## src/rtl/dcache_pkg.sv

```systemverilog
// Shared types and geometry helpers for the direct-mapped write-through data cache.
package dcache_pkg;

  typedef enum logic [1:0] {
    IDLE,
    REFILL,
    WRITE
  } state_t;

  localparam int offset_width   = 2;
  localparam int words_per_line = 4;

  function automatic int index_width_of(input int num_lines);
    return $clog2(num_lines);
  endfunction

  function automatic int tag_width_of(input int address_width, input int num_lines);
    return address_width - offset_width - $clog2(num_lines);
  endfunction

endpackage

```

## src/rtl/dcache_array.sv

```systemverilog
// Valid/tag/data storage, one line per index; combinational read, line fill and word update.
// Latency: reads are combinational, writes land at the clock edge; no backpressure.
module dcache_array
  import dcache_pkg::*;
#(
  parameter int data_width = 32,
  parameter int line_width = 128,
  parameter int num_lines  = 16,
  parameter int tag_width  = 4
) (
  input  logic                                 clk,
  input  logic                                 reset,
  input  logic [index_width_of(num_lines)-1:0] index,
  input  logic [offset_width-1:0]              offset,
  output logic                                 rd_valid,
  output logic [tag_width-1:0]                 rd_tag,
  output logic [data_width-1:0]                rd_word,
  input  logic                                 fill_en,
  input  logic [tag_width-1:0]                 fill_tag,
  input  logic [line_width-1:0]                fill_line,
  input  logic                                 word_en,
  input  logic [data_width-1:0]                word_data
);

  logic [num_lines-1:0]                            valid;
  logic [tag_width-1:0]                            tags [num_lines];
  logic [words_per_line-1:0][data_width-1:0]       data [num_lines];

  // Only the valid bits are reset; stale tags/data are masked by valid.
  always_ff @(posedge clk or posedge reset) begin
    if (reset) begin
      valid <= '0;
    end else if (fill_en) begin
      valid[index] <= 1'b1;
    end
  end

  always_ff @(posedge clk) begin
    if (fill_en) begin
      tags[index] <= fill_tag;
      data[index] <= fill_line;
    end else if (word_en) begin
      data[index][offset] <= word_data;
    end
  end

  assign rd_valid = valid[index];
  assign rd_tag   = tags[index];
  assign rd_word  = data[index][offset];

endmodule

```

## src/rtl/dcache_ctrl.sv

```systemverilog
// Direct-mapped write-through no-write-allocate D-cache controller.
// Latency: read hit 0 stalls, read miss 6, store 5; CPU is stalled while memory is busy.
module dcache_ctrl
  import dcache_pkg::*;
#(
  parameter int data_width    = 32,
  parameter int line_width    = 128,
  parameter int address_width = 10,
  parameter int num_lines     = 16
) (
  input  logic                     clk,
  input  logic                     reset,
  input  logic                     cpu_read,
  input  logic                     cpu_write,
  input  logic [address_width-1:0] cpu_addr,
  input  logic [data_width-1:0]    cpu_wdata,
  output logic [data_width-1:0]    cpu_rdata,
  output logic                     cpu_stall,
  output logic                     mem_read,
  output logic                     mem_write,
  output logic [address_width-1:0] mem_addr,
  output logic [data_width-1:0]    mem_wdata,
  input  logic [line_width-1:0]    mem_line,
  input  logic                     mem_ready
);

  localparam int index_width = index_width_of(num_lines);
  localparam int tag_width   = tag_width_of(address_width, num_lines);

  logic [offset_width-1:0] offset;
  logic [index_width-1:0]  index;
  logic [tag_width-1:0]    tag;

  assign offset = cpu_addr[offset_width-1:0];
  assign index  = cpu_addr[offset_width +: index_width];
  assign tag    = cpu_addr[address_width-1 -: tag_width];

  state_t                  state;
  logic [line_width-1:0]   line_buf;
  logic                    line_valid;
  logic [tag_width-1:0]    line_tag;
  logic [data_width-1:0]   cached_word;
  logic                    hit;
  logic                    fill_en;
  logic                    word_en;

  assign hit     = line_valid && (line_tag == tag);
  assign fill_en = (state == REFILL) && mem_ready;
  assign word_en = (state == IDLE) && cpu_write && hit;

  dcache_array #(
    .data_width (data_width),
    .line_width (line_width),
    .num_lines  (num_lines),
    .tag_width  (tag_width)
  ) u_array (
    .clk       (clk),
    .reset     (reset),
    .index     (index),
    .offset    (offset),
    .rd_valid  (line_valid),
    .rd_tag    (line_tag),
    .rd_word   (cached_word),
    .fill_en   (fill_en),
    .fill_tag  (tag),
    .fill_line (line_buf),
    .word_en   (word_en),
    .word_data (cpu_wdata)
  );

  // The CPU holds its request through the miss, so index/tag stay valid for the fill.
  always_ff @(posedge clk or posedge reset) begin
    if (reset) begin
      state    <= IDLE;
      line_buf <= '0;
    end else begin
      if (mem_read) begin
        line_buf <= mem_line;
      end
      case (state)
        IDLE: begin
          if (cpu_write) begin
            state <= WRITE;
          end else if (cpu_read && !hit) begin
            state <= REFILL;
          end
        end
        REFILL: if (mem_ready) state <= IDLE;
        WRITE:  if (mem_ready) state <= IDLE;
        default: state <= IDLE;
      endcase
    end
  end

  // Requests drop in the ready cycle so the memory's counter never restarts mid-line.
  always_comb begin
    cpu_rdata = '0;
    cpu_stall = 1'b0;
    mem_read  = 1'b0;
    mem_write = 1'b0;
    mem_addr  = '0;
    mem_wdata = '0;
    if (!reset) begin
      case (state)
        IDLE: begin
          cpu_stall = cpu_write || (cpu_read && !hit);
          if (cpu_read && !cpu_write && hit) begin
            cpu_rdata = cached_word;
          end
        end
        REFILL: begin
          cpu_stall = 1'b1;
          mem_read  = !mem_ready;
          mem_addr  = {tag, index, {offset_width{1'b0}}};
        end
        WRITE: begin
          cpu_stall = !mem_ready;
          mem_write = !mem_ready;
          mem_addr  = cpu_addr;
          mem_wdata = cpu_wdata;
        end
        default: ;
      endcase
    end
  end

endmodule

```

## config.mk

```make
export PLATFORM = sky130hd
export DESIGN_NAME = dcache_ctrl
export DESIGN_NICKNAME = d
export VERILOG_FILES = /design/src/rtl/dcache_pkg.sv /design/src/rtl/dcache_array.sv /design/src/rtl/dcache_ctrl.sv
export SDC_FILE = /design/constraint.sdc
export NUM_CORES = 2
export LEC_CHECK = 0
export CAP_MARGIN = 15
export CORE_ASPECT_RATIO = 1.1
export CORE_MARGIN = 5
export CORE_UTILIZATION = 55
export CTS_BUF_LIST = sky130_fd_sc_hd__clkbuf_4 sky130_fd_sc_hd__clkbuf_8
export DETAILED_ROUTE_END_ITERATION = 16
export PLACE_DENSITY = 0.72
export SYNTH_ARGS = -nofsm -noshare
export SYNTH_HDL_FRONTEND = slang
export SYNTH_SLANG_ARGS = --single-unit
```

## constraint.sdc

```tcl
create_clock -name clk -period 11 [get_ports clk]
set_clock_uncertainty 0.15 [all_clocks]
set_input_delay 2.2 -clock clk [delete_from_list [all_inputs] [get_ports clk]]
set_output_delay 2.2 -clock clk [all_outputs]
set_load 0.005 [all_outputs]
```

[Word level (Yosys, flattened, before mapping)]
Memories as Yosys holds them, arrays and structs flattened.
Cells that the tools add are included.
W data, S select, Z words.
Storage, ports and cells
  register bits: 146
  memory bits (writable): 2112
  input bits: 175
  output and inout bits: 77
  word-level logic and storage cells: 317
  memories: 2
Operators by class
  order comparisons: 4
  equal/unequal tests: 5
  muxes and demuxes: 158
  bitwise gates (word level): 129
  reductions and logical operators: 16
Memories
  u_array.data: depth 16, width 128, read ports 1, clocked after Yosys merged registers in 0, write ports 1, RTL line dcache_array.sv:27  | logic [words_per_line-1:0][data_width-1:0] data [num_lines];
  u_array.tags: depth 16, width 4, read ports 1, clocked after Yosys merged registers in 0, write ports 1, RTL line dcache_array.sv:26  | logic [tag_width-1:0] tags [num_lines];
Operators with widths (number)
  $mux W32: 7
  $mux W1: 139
  $mux W128: 1
  $or A1 B1 Y1: 128
  $bmux W32 S2: 1
  $demux W32 S2: 1
  $pmux W10 S2: 1
  $or A16 B16 Y16: 1
  $mux W10: 1
  $logic_and A1 B1 Y1: 9
  $mux W2: 3
  $lt A4 B5 Y1 const B: 1
  $bmux W1 S4: 1
  $demux W1 S4: 1
  $eq A4 B4 Y1: 1
  $ge A4 B1 Y1 const B: 1
  $pmux W2 S2: 1
  $logic_not A1 Y1: 3
  $lt A2 B3 Y1 const B: 1
  $ne A3 B2 Y1 const B: 1
  $pmux W1 S3: 1
  $eq A2 B1 Y1 const B: 1
  $eq A2 B2 Y1 const B: 1
  $ge A2 B1 Y1 const B: 1
  other kinds (5): 5

[Logic depth before layout (Yosys ltp)]
  depth in word-level cells: 8
  gate-level depth with buffers: 13
  mapped depth without buffers: 7

[Cells and area by module]
From an unflattened synthesis, not the netlist that was laid out.
Second synthesis, totals
  cells, all modules: 3947
  area total of the unflattened synthesis: 87771.7 um^2
Modules (own cells, without submodules)
  dcache_array: instances 1, cells an instance 3558, area each 81739.6 um^2, seq. area each 63821.2 um^2
  dcache_ctrl: instances 1, cells an instance 389, area each 6032.0 um^2, seq. area each 3253.1 um^2

[Worst setup path before layout]
Ideal clock, no wire load.
  kind: input to output
  from: in reset
  to: out cpu_rdata[10]
  arrival: 6.205 ns
  required time: 8.650 ns
  path slack: 2.445 ns
  stages on the path: 4
  path buffers: 1
  cells stage by stage: inv_1 -> and3_1 -> clkbuf_1 -> and3_1
On the way
  longest elaborated chain between the ends: 1
Ends and longest elaborated chain
  start: declaration: RTL line dcache_ctrl.sv:12  | input logic reset,
  $mux W32: RTL line dcache_ctrl.sv:103  | if (!reset) begin
  end: declaration: RTL line dcache_ctrl.sv:17  | output logic [data_width-1:0] cpu_rdata,
Every way passes these cells.

[Worst setup path in the final report]
  from: in cpu_addr[3]
  to: out cpu_rdata[26]
On the way
  longest elaborated chain between the ends: 7
  elaborated cells on any way between the ends: 12
  classes of those cells: eq/ne: 1; mux: 7; reduce/logical: 2; memory: 2
Ends and longest elaborated chain
  start: declaration: RTL line dcache_ctrl.sv:15  | input logic [address_width-1:0] cpu_addr,
  $mem_v2 Z16 W4 / $bmux W1 S4 (equally long branches)
  $eq A4 B4 Y1 / $mux W1 (equally long branches): RTL line dcache_ctrl.sv:47, dcache_array.sv:47
  $logic_and A1 B1 Y1: RTL line dcache_ctrl.sv:47  | assign hit = line_valid && (line_tag == tag);
  $logic_and A1 B1 Y1: RTL line dcache_ctrl.sv:107  | if (cpu_read && !cpu_write && hit) begin
  $mux W32 *: RTL line dcache_ctrl.sv:107
  $mux W32 *: RTL line dcache_ctrl.sv:104  | case (state)
  $mux W32 *: RTL line dcache_ctrl.sv:103
Mark *: on every way between the ends. The rest lies on a longest branch, timed or not. The select of a mux whose other input is x is not followed.

==> flow_summary.rst <==
.. list-table::
   :header-rows: 1

   * - Metric
     - Value
   * - Post-Syn Nets
     - 3,868
   * - Number of rows in the core area
     - 154
   * - DP Wirelength
     - 137,000 µm
   * - Part of the total power dissipated in combinational logic
     - 11.9%
   * - Final ANT Viol Nets
     - 0
   * - Int Power
     - 15.6 mW
   * - Fraction of power spent switching nets
     - 24.8%
   * - Uppermost routed layer
     - met4
   * - Portion of total power attributed to sequential cells
     - 54.0%
   * - Antenna violations before repair
     - 30
   * - Result of the run
     - complete, no violations
   * - Global-route wire length before repair
     - 333,000 µm
   * - Placeable Area
     - 160,000 µm²
   * - Clock Tree Root
     - clkbuf_8
   * - Measured slew at the worst slew-check pin
     - 1.20 ns
   * - Top flip-flop cell by instance count after synthesis
     - edfxtp_1
   * - Via count of the first global-routing pass
     - 43.3k
   * - Worst supply voltage drop on vdd
     - 0.109 mV
   * - Leakage power
     - 32.5 nW
   * - Hold Path Depth
     - 1
   * - Total number of H-tree levels
     - 5
   * - Startpoint kind of the worst setup timing path
     - input pin
   * - Final wirelength
     - 238,000 µm
   * - Post-layout net count
     - 4,395
   * - Dominant cell type by area after synthesis
     - edfxtp_1
   * - Unrepaired setup endpoints after global routing
     - no
   * - Fraction of final layout cells sized beyond drive strength 1
     - 38.4%
   * - Avg Inst Size Synth
     - 23.8 µm²
   * - GR Util All Layers
     - 28.7%
   * - Max transition margin
     - 19.9%
   * - Met3 wire len
     - 33,200 µm
   * - DRC errors left
     - 0
   * - Highest achievable clock rate
     - 117 MHz
   * - Per-cell routed wire length
     - 36.0 µm
   * - Clock transition at the registers of the reported paths
     - 0.06 ns
   * - Total congestion overflow
     - 0
   * - Register bit total from synthesis
     - 2,258
   * - Post-CTS sizing
     - 0
   * - Setup tns final
     - 0 ns
   * - Met1 wire length
     - 86,000 µm
   * - Post-Place Cells
     - 5,962
   * - 1st-iter DRT viols
     - 6,668
   * - Die span in y
     - 429 µm
   * - EDFF count, synth
     - 2,112
   * - Post-layout minimum cycle time
     - 8.56 ns
   * - Power per cell area
     - 205 nW/µm²
   * - Met2 wire length
     - 111,000 µm
   * - First-pass iteration count of the detailed router
     - 5
   * - Kind of critical path
     - input pin to output port
   * - Power dissipated by switching net loads
     - 5.13 mW
   * - DIE AREA
     - 168,000 µm²
   * - Post-CTS Setup Bufs
     - 0
   * - Initial Utilization
     - 55.1%
   * - Area of the mapped netlist
     - 87,900 µm²
   * - Cell count of the worst reg-to-reg path
     - 10
   * - Post-synth top cells
     - 2,112 x edfxtp_1, 687 x mux4_2, 258 x mux2_2, 146 x dfrtp_1, 142 x clkbuf_1
   * - Critical Path RT
     - 8.65 ns
   * - Die outline width
     - 391 µm
   * - Number of hold-repair buffers added at the cts stage
     - 0
   * - Clock tree from TritonCTS
     - done
   * - Most frequently used cell type in the post-synthesis netlist
     - edfxtp_1
   * - Critical path data arrival time
     - 6.21 ns
   * - Fraction of the yosys area taken by sequential cells
     - 76.3%
   * - Synth warnings
     - 0
   * - Number of unique standard cell types used by synthesis
     - 38
   * - Async SR Flop Fraction
     - 6.47%
   * - Max clock buf depth
     - 4
   * - Endpoints failing hold
     - 0
   * - Synthesized instance count
     - 3,689
   * - Final setup vio count
     - 0
   * - Critical path endpoint category
     - output port
   * - Clock buffers created by TritonCTS
     - 358
   * - Gp weighted congestion
     - 0.846
   * - Largest net degree at the start of global routing
     - 144
   * - Final worst hold slack
     - 0.322 ns
   * - Total count of max-transition violations in the final report
     - 0
   * - Hold/Removal Path Class
     - flip-flop to flip-flop
   * - Largest cells by area after synthesis
     - edfxtp_1 72%, mux4_2 18%, dfrtp_1 4.2%
   * - Number of standard cells in the final layout excluding fillers
     - 6,630
   * - Buffers added on ports
     - 251
   * - Average via count per standard cell
     - 6.58
   * - Area share of the largest cell type after synthesis
     - 72.1%
   * - Worst skew pair latency
     - 1.06 ns
   * - Total Power Consumption
     - 20.7 mW
   * - Sink count of the clock tree
     - 2,258
   * - FILL cells
     - 10.3k
   * - Final period utilization
     - 77.9%
   * - I/O pin total
     - 252
   * - Layout overhead on the synthesized area
     - 15.0%
   * - Number of vias after detailed routing
     - 43.6k
   * - Critical Path Fanout Max
     - 67
   * - Maximum capacitance violations
     - 0
   * - Relative contribution of the clock network to total power
     - 34.0%
==> metrics by stage <==
step | cell area, µm² | setup WS, ns | utilization [%]
finish | 101000 | 2.44 | 63.4
global route | 101000 | 2.22 | 63.3
CTS | 101000 | 2.46 | 63.3
detailed placement | 94000 | 2.45 | 58.9
global placement | 94000 | 2.48 | 58.9
floorplan | 87900 | 2.45 | -
==> worst max-delay path, stage by stage <==
cell	delay, ns
buf_8	0.48
buf_4	0.73
mux4_2	0.61
mux2i_1	0.24
mux2i_1	0.22
nand3_1	0.13
a211oi_4	0.16
buf_4	0.41
and3_1	0.37
clkdlybuf4s50_1	0.55
==> cells by family (layout without fill, tap and decap cells) <==
kind of cell             after synthesis  in the layout  share of synthesized area, %
flip-flops                          2258           2258                          76.3
multiplexers                         963            963                          21.1
buffers and inverters                215           1005                         0.979
AND/OR/NAND/NOR                      180            180                          1.15
AO/OA/AOI/OAI                         68             68                         0.431
adder cells (fa/ha/maj)                4              4                        0.0569
XOR/XNOR                               1              1                       0.00996
other                                  0             45                             0
==> sequential cells by signal, summed over array words and instances (netlist names) <==
signal and flops:
line_buf 128, u_array.data 2048, state 2, u_array.tags 64, u_array.valid 16
==> final cells by class <==
class / count / area, µm² / area share, %
Timing Repair Buffer: 378 / 3600 / 3.56
Tap cell: 2106 / 2640 / 2.61
Antenna cell: 45 / 113 / 0.111
Clock inverter: 123 / 821 / 0.811
Clock buffer: 500 / 6170 / 6.10
Multi-Input combinational cell: 1216 / 20700 / 20.5
Inverter: 4 / 22.5 / 0.0223
Sequential cell: 2258 / 67100 / 66.3
==> path summary, 6_finish.rpt <==
check	from	to	slack, ns
max	cpu_addr[3]	cpu_rdata[26]	2.44
max reg2reg	u_array.tags[11][3]	u_array.data[7][111]	5.86
min reg2reg	u_array.valid[8]	u_array.valid[8]	0.32
min in group asynchronous	reset	state[1]	1.55
min	u_array.valid[8]	u_array.valid[8]	0.32
max in group asynchronous	reset	line_buf[92]	7.37
==> per-layer routing <==
layer | vias to the layer above | global-route usage [%]
li1 | 16900 | -
met1 | 23200 | 40.7
met2 | 3123 | 43.0
met3 | 380 | 9.17
met4 | 0 | 9.74
met5 | - | 0
==> power groups by stage <==
stage	Sequential [mW]	Clock [mW]	Combinational (mW)
after floorplan	11.1	0	1.54
after global placement	11.3	0	2.36
after detailed placement	11.4	0	2.47
after CTS	11.2	7.12	2.48
after global routing	11.2	7.55	2.67
final	11.2	7.04	2.47
==> layout by cell type, fill, tap and decap left out, drive strengths merged, types with 16 or more instances in the layout <==
master	n
nor2	39
clkinv	101
clkbuf	501
and2	45
and3	35
clkdlybuf4s50	245
edfxtp	2112
dfrtp	146
a21oi	52
mux4	687
diode	45
mux2i	17
or2	16
mux2	259
buf	132
Power figures use the tool's default switching activity.
